--- src/rtl/mux8_rr_arbiter_pkg.sv ---
// Shared constants and types for the 8-way round-robin mux arbiter.
// Index, counter and reset values live here so that the top and the picker agree on widths.
package mux8_rr_arbiter_pkg;

    localparam int NREQ  = 8;
    localparam int SEL_W = 3;
    localparam int CNT_W = 4;

    typedef logic [SEL_W-1:0] idx_t;
    typedef logic [CNT_W-1:0] cnt_t;

    localparam idx_t PTR_RST = '0;
    localparam cnt_t CNT_RST = '0;

    function automatic logic [NREQ-1:0] onehot8(input idx_t i);
        logic [NREQ-1:0] v;
        v    = '0;
        v[i] = 1'b1;
        return v;
    endfunction

endpackage

--- src/rtl/mux8_rr_arbiter_if.sv ---
// Requester/consumer bundle of the arbiter: request side, mux select and registered output.
interface mux8_rr_arbiter_if #(parameter int N = 8);
    logic [7:0]     req;
    logic [8*N-1:0] data_in;
    logic [7:0]     gnt;
    logic [2:0]     sel;
    logic           out_valid;
    logic           out_ready;
    logic [N-1:0]   out_data;
    logic [2:0]     out_src;

    modport master (
        output req, data_in, out_ready,
        input  gnt, sel, out_valid, out_data, out_src
    );

    modport slave (
        input  req, data_in, out_ready,
        output gnt, sel, out_valid, out_data, out_src
    );
endinterface

--- src/rtl/mux8_rr_arbiter_pick.sv ---
// Rotating priority encoder: first set bit of req scanning from ptr upward with mod-8 wrap.
module rr_pick8
    import mux8_rr_arbiter_pkg::*;
(
    input  logic [NREQ-1:0] req,
    input  idx_t            ptr,
    output logic            any,
    output idx_t            idx
);
    logic [NREQ-1:0] rot;
    idx_t            off;

    // rot[k] is the request k positions after ptr, so the lowest set bit wins.
    genvar gi;
    generate
        for (gi = 0; gi < NREQ; gi++) begin : g_rot
            assign rot[gi] = req[ptr + idx_t'(gi)];
        end
    endgenerate

    always_comb begin
        off = '0;
        for (int k = NREQ - 1; k >= 0; k--) begin
            if (rot[k]) off = idx_t'(k);
        end
    end

    assign any = |req;
    assign idx = ptr + off;
endmodule

--- src/rtl/mux8to1.sv ---
// Plain 8-to-1 word multiplexer; word i of d sits at [i*N +: N].
module mux8to1 #(
    parameter int N = 8
) (
    input  logic [8*N-1:0] d,
    input  logic [2:0]     s,
    output logic [N-1:0]   y
);
    assign y = d[s*N +: N];
endmodule

--- src/rtl/mux8_rr_arbiter.sv ---
// Round-robin arbiter with burst lock driving mux8to1, plus a registered valid/ready output stage.
module mux8_rr_arbiter
    import mux8_rr_arbiter_pkg::*;
#(
    parameter int N     = 8,
    parameter int BURST = 4
) (
    input  logic               clk,
    input  logic               rst,
    mux8_rr_arbiter_if.slave   bus
);
    localparam cnt_t BURST_C = cnt_t'(BURST);

    idx_t         ptr_reg;
    idx_t         owner_reg;
    logic         owner_vld_reg;
    cnt_t         cnt_reg;
    logic         out_valid_reg;
    logic [N-1:0] out_data_reg;
    idx_t         out_src_reg;

    logic         any;
    idx_t         pick_idx;
    idx_t         win;
    logic         owner_hit;
    logic         accept;
    cnt_t         cnt_inc;
    logic [N-1:0] mux_y;

    rr_pick8 u_pick (
        .req (bus.req),
        .ptr (ptr_reg),
        .any (any),
        .idx (pick_idx)
    );

    // A locked owner keeps the mux only while it is still requesting.
    assign owner_hit = owner_vld_reg && bus.req[owner_reg];
    assign win       = owner_hit ? owner_reg : pick_idx;
    assign accept    = any && (!out_valid_reg || bus.out_ready) && !rst;
    assign cnt_inc   = cnt_reg + cnt_t'(1);

    assign bus.sel = any ? win : ptr_reg;
    assign bus.gnt = accept ? onehot8(win) : '0;

    mux8to1 #(.N(N)) u_mux (
        .d (bus.data_in),
        .s (bus.sel),
        .y (mux_y)
    );

    always_ff @(posedge clk) begin
        if (rst) begin
            out_valid_reg <= 1'b0;
            out_data_reg  <= '0;
            out_src_reg   <= '0;
            ptr_reg       <= PTR_RST;
            owner_vld_reg <= 1'b0;
            owner_reg     <= '0;
            cnt_reg       <= CNT_RST;
        end else begin
            if (accept) begin
                out_data_reg  <= mux_y;
                out_src_reg   <= win;
                out_valid_reg <= 1'b1;
            end else if (out_valid_reg && bus.out_ready) begin
                out_valid_reg <= 1'b0;
            end

            // Early release applies even while stalled; an accept below may re-lock.
            if (owner_vld_reg && !bus.req[owner_reg]) begin
                owner_vld_reg <= 1'b0;
                cnt_reg       <= CNT_RST;
            end

            if (accept) begin
                if (owner_hit) begin
                    cnt_reg <= cnt_inc;
                    if (cnt_inc == BURST_C) begin
                        owner_vld_reg <= 1'b0;
                        ptr_reg       <= win + idx_t'(1);
                    end
                end else if (BURST == 1) begin
                    ptr_reg <= win + idx_t'(1);
                end else begin
                    owner_vld_reg <= 1'b1;
                    owner_reg     <= win;
                    cnt_reg       <= cnt_t'(1);
                    ptr_reg       <= win + idx_t'(1);
                end
            end
        end
    end

    assign bus.out_valid = out_valid_reg;
    assign bus.out_data  = out_data_reg;
    assign bus.out_src   = out_src_reg;
endmodule

--- src/flat_wrapper.sv ---
// flat-port wrapper written by rule: the top's interface ports become plain ports
module mux8_rr_arbiter_flat import mux8_rr_arbiter_pkg::*;
#(
    parameter int N     = 8,
    parameter int BURST = 4
)
  (clk, rst, bus_req, bus_data_in, bus_out_ready, bus_gnt, bus_sel, bus_out_valid, bus_out_data, bus_out_src);
  mux8_rr_arbiter_if #(.N(N)) bus_i ();
  input  logic clk;
  input  logic rst;
  input wire logic [$bits(bus_i.req)-1:0] bus_req;
  input wire logic [$bits(bus_i.data_in)-1:0] bus_data_in;
  input wire logic [$bits(bus_i.out_ready)-1:0] bus_out_ready;
  output wire logic [$bits(bus_i.gnt)-1:0] bus_gnt;
  output wire logic [$bits(bus_i.sel)-1:0] bus_sel;
  output wire logic [$bits(bus_i.out_valid)-1:0] bus_out_valid;
  output wire logic [$bits(bus_i.out_data)-1:0] bus_out_data;
  output wire logic [$bits(bus_i.out_src)-1:0] bus_out_src;
  assign bus_i.req = bus_req;
  assign bus_i.data_in = bus_data_in;
  assign bus_i.out_ready = bus_out_ready;
  assign bus_gnt = bus_i.gnt;
  assign bus_sel = bus_i.sel;
  assign bus_out_valid = bus_i.out_valid;
  assign bus_out_data = bus_i.out_data;
  assign bus_out_src = bus_i.out_src;
  mux8_rr_arbiter #(.N(N), .BURST(BURST)) u_core (.clk(clk), .rst(rst), .bus(bus_i));
endmodule
--- config.mk ---
export PLATFORM = sky130hd
export DESIGN_NAME = mux8_rr_arbiter_flat
export DESIGN_NICKNAME = d
export VERILOG_FILES = /design/src/rtl/mux8_rr_arbiter_pkg.sv /design/src/rtl/mux8_rr_arbiter_if.sv /design/src/rtl/mux8_rr_arbiter_pick.sv /design/src/rtl/mux8to1.sv /design/src/rtl/mux8_rr_arbiter.sv /design/src/flat_wrapper.sv
export SDC_FILE = /design/constraint.sdc
export NUM_CORES = 1
export LEC_CHECK = 0
export CORE_ASPECT_RATIO = 0.9
export CORE_MARGIN = 1
export CORE_UTILIZATION = 28
export CTS_CLUSTER_DIAMETER = 100
export CTS_CLUSTER_SIZE = 25
export DETAILED_ROUTE_END_ITERATION = 8
export DONT_BUFFER_PORTS = 1
export PLACE_DENSITY = 0.5
export SYNTH_ARGS = -nofsm -noshare
export SYNTH_HDL_FRONTEND = slang
export SYNTH_SLANG_ARGS = --single-unit
export TNS_END_PERCENT = 20
--- constraint.sdc ---
create_clock -name clk -period 12 [get_ports clk]
set_input_delay 2.4 -clock clk [delete_from_list [all_inputs] [get_ports clk]]
set_output_delay 2.4 -clock clk [all_outputs]
set_load 0.05 [all_outputs]
==> reports/qor.txt, run 1 <==
clk_skew - 0.00797 ns
count leader, synth - o21ai_0
post-synthesis sequential area ratio - 0.182
Post-synth top cells - o21ai_0 (26), nor2_1 (25), dfxtp_1 (23), mux4_2 (23), nand3_1 (14)
cell area after placement - 2620 um2
vias in the first global route - 2054
Synth area leader - mux4_2
Peak Freq - 118 MHz
Avg Cell Area, Syn - 10.0 um2
RePlAce Congestion - 0.851
Post-Route WL - 6780 um
Skew-Pair Late Insertion Delay - 0.27 ns
number of synthesized register bits - 23
drt first pass iters - 4
critical path data arrival time - 6.08 ns
Lkg Pwr - 0.000904 uW
critical path peak fanout - 17
WL/cell - 18.4 um
Worst setup SP type - primary input
Tcrit/Tclk final - 0.707
Critical Path Sink Type - output port
die height - 92.2 um
Post-synth EDFFs - 0
Worst Max-Slew Pin Slew - 0.956 ns
DR DRC count - 0
Initial Util - 0.291
Required @ worst endpoint - 9.60 ns
setup bufs post-CTS - 0
clk buf depth - 2
post-cts resize count - 0
Root Buffer - clkbuf_8
Max Cap Viol - 0
Die Outline Area - 9430 um2
DR iter-0 viols - 122
Total Negative Setup Slacks - 0 ns
first-pass GRT wire length - 10400 um
status - complete, no violations
Final nets - 330
Yosys top cell area share - 0.205
Final Hold Vio Count - 0
PortBufs - 0
CTS sink count - 23
power per cell area - 282 nW/um2
final worst slack - 3.52 ns
critical path type - primary input to output port
fin area - 2670 um2
chip width - 102 um
Clock transition at path regs - 0.08 ns
CTS H-tree depth - 1
Synth Net Count - 335
max reg flops - 8
Most used DFF post-synth - dfxtp_1
Yosys cell types - 61
HPWL reported at the end of detailed placement - 5420 um
CTS buffer count - 3
max-slew violation count - 0
Syn Std Cell Area - 2530 um2
fin crit period - 8.48 ns
final setup fails - 0
DR vias - 2118
initial antenna violation count - 2
dpl ws - 3.51 ns
worst hold path class - flop to flop
synth top area cells - mux4_2 (20%), dfxtp_1 (18%), mux4_1 (8.3%)
IO Count - 98
slew margin rel. - 0.360
largest net degree at the start of global routing - 24
Cells after Synth - 253
cts hold-fix bufs - 0
P&R area growth vs syn - 5.39%
Async SR Flop Fraction - 0
Via density - 5.76
IR Drop Worst-Case VDD - 0.114 mV
total gr overflow - 0
TritonCTS clock tree - yes
RSZ-0062 raised after global routing - no
Std-Cell Rows - 32
Core ar. - 8690 um2
share of cells above drive strength 1 - 0.243
Final ANT Viol Nets - 0
Total GRT Usage - 0.143
Synthesis Warnings - 0
==> worst max-delay path, stage by stage <==
cell and delay (ns):
mux4_1 0.51, mux2_4 0.31, and2b_2 0.23, o21a_1 0.12, o22ai_1 0.07, a221oi_1 0.29
ha_1 0.20, inv_1 0.06, fa_1 0.53, a21o_2 0.20, inv_2 0.10, a21oi_4 0.62
inv_1 0.44
==> through the flow <==
stage	util	hold WS [ns]	power, uW	cells
after floorplan	-	0.485	630	253
after global placement	0.301	0.547	707	362
after detailed placement	0.301	0.550	704	362
after CTS	0.307	0.557	756	366
after global routing	0.307	0.590	802	368
final	0.307	0.557	753	368
==> path summary, 6_finish.rpt <==
| path | start | end | slack, ns | cells past startpoint |
|---|---|---|---|---|
| worst max-delay path | bus_req[7] | bus_sel[1] | 3.52 | 13 |
| worst min-delay path | u_core.owner_reg[0]$_SDFFE_PP0P_ | u_core.owner_reg[0]$_SDFFE_PP0P_ | 0.56 | 2 |
| worst max register to register | u_core.ptr_reg[0]$_SDFFE_PP0P_ | u_core.bus.out_data[5]$_SDFFE_PP0P_ | 6.49 | 14 |
| worst min register to register | u_core.owner_reg[0]$_SDFFE_PP0P_ | u_core.owner_reg[0]$_SDFFE_PP0P_ | 0.56 | 2 |
==> cell type report <==
type / instances / area, um2
Fill cell: 914 / 6020
Multi-Input combinational cell: 201 / 1910
Sequential cell: 23 / 460
Tap cell: 119 / 149
Inverter: 13 / 48.8
Timing Repair Buffer: 6 / 45.0
Clock buffer: 3 / 41.3
Clock inverter: 1 / 5.00
Antenna cell: 2 / 5.00
==> per-layer routing <==
layer,vias up,share of wire,GRT usage
met1,1018,0.39,0.156
met4,0,0.026,0.0500
met5,-,0,0
li1,1000,-,-
met3,10,0.058,0.0351
met2,90,0.53,0.266
==> logic make-up (layout without fill, tap and decap cells) <==
| logic type | Yosys count | after routing | share of synthesized area |
|---|---|---|---|
| AOI/OAI and AO/OA | 73 | 73 | 0.200 |
| buffers and inverters | 29 | 23 | 0.0741 |
| DFF | 23 | 23 | 0.182 |
| adders and majority gates | 7 | 7 | 0.0375 |
| other | 0 | 2 | 0 |
| and+or+nand+nor | 77 | 77 | 0.160 |
| muxes | 40 | 40 | 0.333 |
| xor gates and xnor gates | 4 | 4 | 0.0138 |
==> cells in the final DEF (no fill, tap or decap), types with 8 or more instances in the layout <==
cell type / n
a21oi_1: 9
a31oi_1: 9
dfxtp_1: 23
inv_1: 12
mux4_1: 8
mux4_2: 23
nand3_1: 14
nor2_1: 25
o21ai_0: 26
==> where the power goes <==
group	switching, uW	internal [uW]	leakage [uW]
Clock	27.1	23.2	0.0000255
Sequential	65.8	94.4	0.000190
Combinational	303	239	0.000689
Total	396	357	0.000904
(Power assumes the default switching activity.)
==> run 2, diff against run 1 <==
clock period = 8.9 ns   (was 12 ns; I/O delays follow)
==> run 2 against run 1 <==
Against the previous run: clock power rose by 37%; highest routed layer unchanged; largest power group unchanged; global-route usage rose by 0.44 points; sequential share of layout area did not move.
==> reports/qor.txt, run 2 (synthesis results as in run 1) <==
status - complete, no violations
DR iter-0 viols - 152
CTS H-tree depth - 1
total gr overflow - 0
first-pass GRT wire length - 10700 um
P&R area growth vs syn - 5.39%
delay of the slowest critical-path stage - 0.62 ns
WL met3 - 491 um
DR DRC count - 0
commonest non-fill, non-tap cell in the layout - o21ai_0
reg2reg setup slack - 3.38 ns
setup bufs post-CTS - 0
Worst setup SP type - primary input
Total GRT Usage - 0.148
DR vias - 2139
CTS buffer count - 3
max reg flops - 8
largest net degree at the start of global routing - 24
max-slew violation count - 0
share of cells above drive strength 1 - 0.243
highest metal used - met4
Hold EP - u_core.cnt_reg[3]$_SDFFE_PP0P_
dpl cells - 362
hold wc startpoint - u_core.cnt_reg[3]$_SDFFE_PP0P_
drt first pass iters - 4
filler instances - 901
worst r2r path cells - 14
Lkg Pwr - 0.000904 uW
commonest non-fill, non-tap cells in the layout - o21ai_0 (26), nor2_1 (25), mux4_2 (23), dfxtp_1 (23), nand3_1 (14)
Worst Max-Slew Pin Slew - 0.926 ns
routed wl met2 - 3540 um
PortBufs - 0
Initial Util - 0.291
Clock transition at path regs - 0.09 ns
Required @ worst endpoint - 7.12 ns
Final nets - 330
IR Drop Worst-Case VDD - 0.182 mV
Storage cell area - 460 um2
worst hold path class - flop to flop
HPWL reported at the end of detailed placement - 5450 um
Skew-Pair Late Insertion Delay - 0.27 ns
Most common cell on crit path - inv_1
critical path data arrival time - 5.44 ns
Multi-input gate area - 1910 um2
Final Hold Vio Count - 0
met1 wire length - 2550 um
cts hold-fix bufs - 0
Buf/Inv on CP - 3
FF-to-FF Start - u_core.ptr_reg[0]$_SDFFE_PP0P_
fin crit period - 7.22 ns
critical path type - primary input to output port
post-cts resize count - 0
Via density - 5.81
WL/cell - 18.4 um
Max Cap Viol - 0
Root Buffer - clkbuf_8
worst r2r dst - u_core.bus.out_data[5]$_SDFFE_PP0P_
CP cell instances - mux4_1 -> mux2_4 -> and2b_2 -> o21a_1 -> o22ai_1 -> a221oi_1 -> ha_1 -> inv_1 -> fa_1 -> a21o_2 -> inv_2 -> a21oi_4 -> inv_1
initial antenna violation count - 2
Critical Path Sink Type - output port
CP top delay family - compound AO/OA/AOI/OAI gates
Stages on worst setup path - 13
CTS sink count - 23
Core ar. - 8690 um2
IO Count - 98
Std-Cell Rows - 32
Tcrit/Tclk final - 0.811
critical path peak fanout - 17
die height - 92.2 um
chip width - 102 um
hold depth - 2
Die Outline Area - 9430 um2
clk_skew - 0.00751 ns
vias in the first global route - 2114
power per cell area - 380 nW/um2
Post-Route WL - 6780 um
RSZ-0062 raised after global routing - no
TritonCTS clock tree - yes
Peak Freq - 139 MHz
RePlAce Congestion - 0.850
clk buf depth - 2
Total Negative Setup Slacks - 0 ns
CP max-delay cell - a21oi_4
Final ANT Viol Nets - 0
final setup fails - 0
slew margin rel. - 0.380
post-route insts no fill - 368
## run 2: layout make-up
cell class	count	share of cell area
Antenna cell	2	0.00188
Clock buffer	3	0.0155
Clock inverter	1	0.00188
Inverter	13	0.0183
Multi-Input combinational cell	201	0.717
Sequential cell	23	0.173
Tap cell	119	0.0558
Timing Repair Buffer	6	0.0169
## run 2: how the worst max path moves through the flow
stage	start	slack [ns]	endpoint
CTS	bus_req[7]	1.63	bus_sel[1]
finish	bus_req[7]	1.68	bus_sel[1]
global route	bus_req[7]	1.40	bus_sel[1]
floorplan	bus_req[7]	1.36	bus_gnt[4]
detailed placement	bus_req[7]	1.65	bus_sel[1]
global placement	bus_req[7]	1.70	bus_sel[1]
## run 2: per-layer routing
metal | track usage | vias to the layer above
met3 | 0.0366 | 14
met1 | 0.165 | 1015
met4 | 0.0536 | 0
met2 | 0.268 | 107
met5 | 0 | -
li1 | - | 1003
## run 2: stage by stage
step | hold WS, ns | instance area, um2 | util | total power (uW) | setup slack (ns)
floorplan | 0.485 | 2530 | - | 850 | 1.36
global placement | 0.548 | 2620 | 0.301 | 953 | 1.70
detailed placement | 0.546 | 2620 | 0.301 | 950 | 1.65
CTS | 0.558 | 2660 | 0.307 | 1020 | 1.63
global route | 0.597 | 2670 | 0.307 | 1080 | 1.40
finish | 0.559 | 2670 | 0.307 | 1020 | 1.68
## run 2: tightest hold or removal path, cell delays in order (launching register included)
cell,delay (ns)
dfxtp_1,0.35
a31oi_1,0.13
nor2_1,0.04
## run 2: power breakdown
part / total (uW) / switching (uW) / leakage (uW) / internal [uW]
logic: 730 / 408 / 0.000689 / 323
clock network: 69.1 / 37.7 / 0.0000255 / 31.4
registers: 216 / 88.5 / 0.000190 / 127
total: 1020 / 534 / 0.000904 / 481
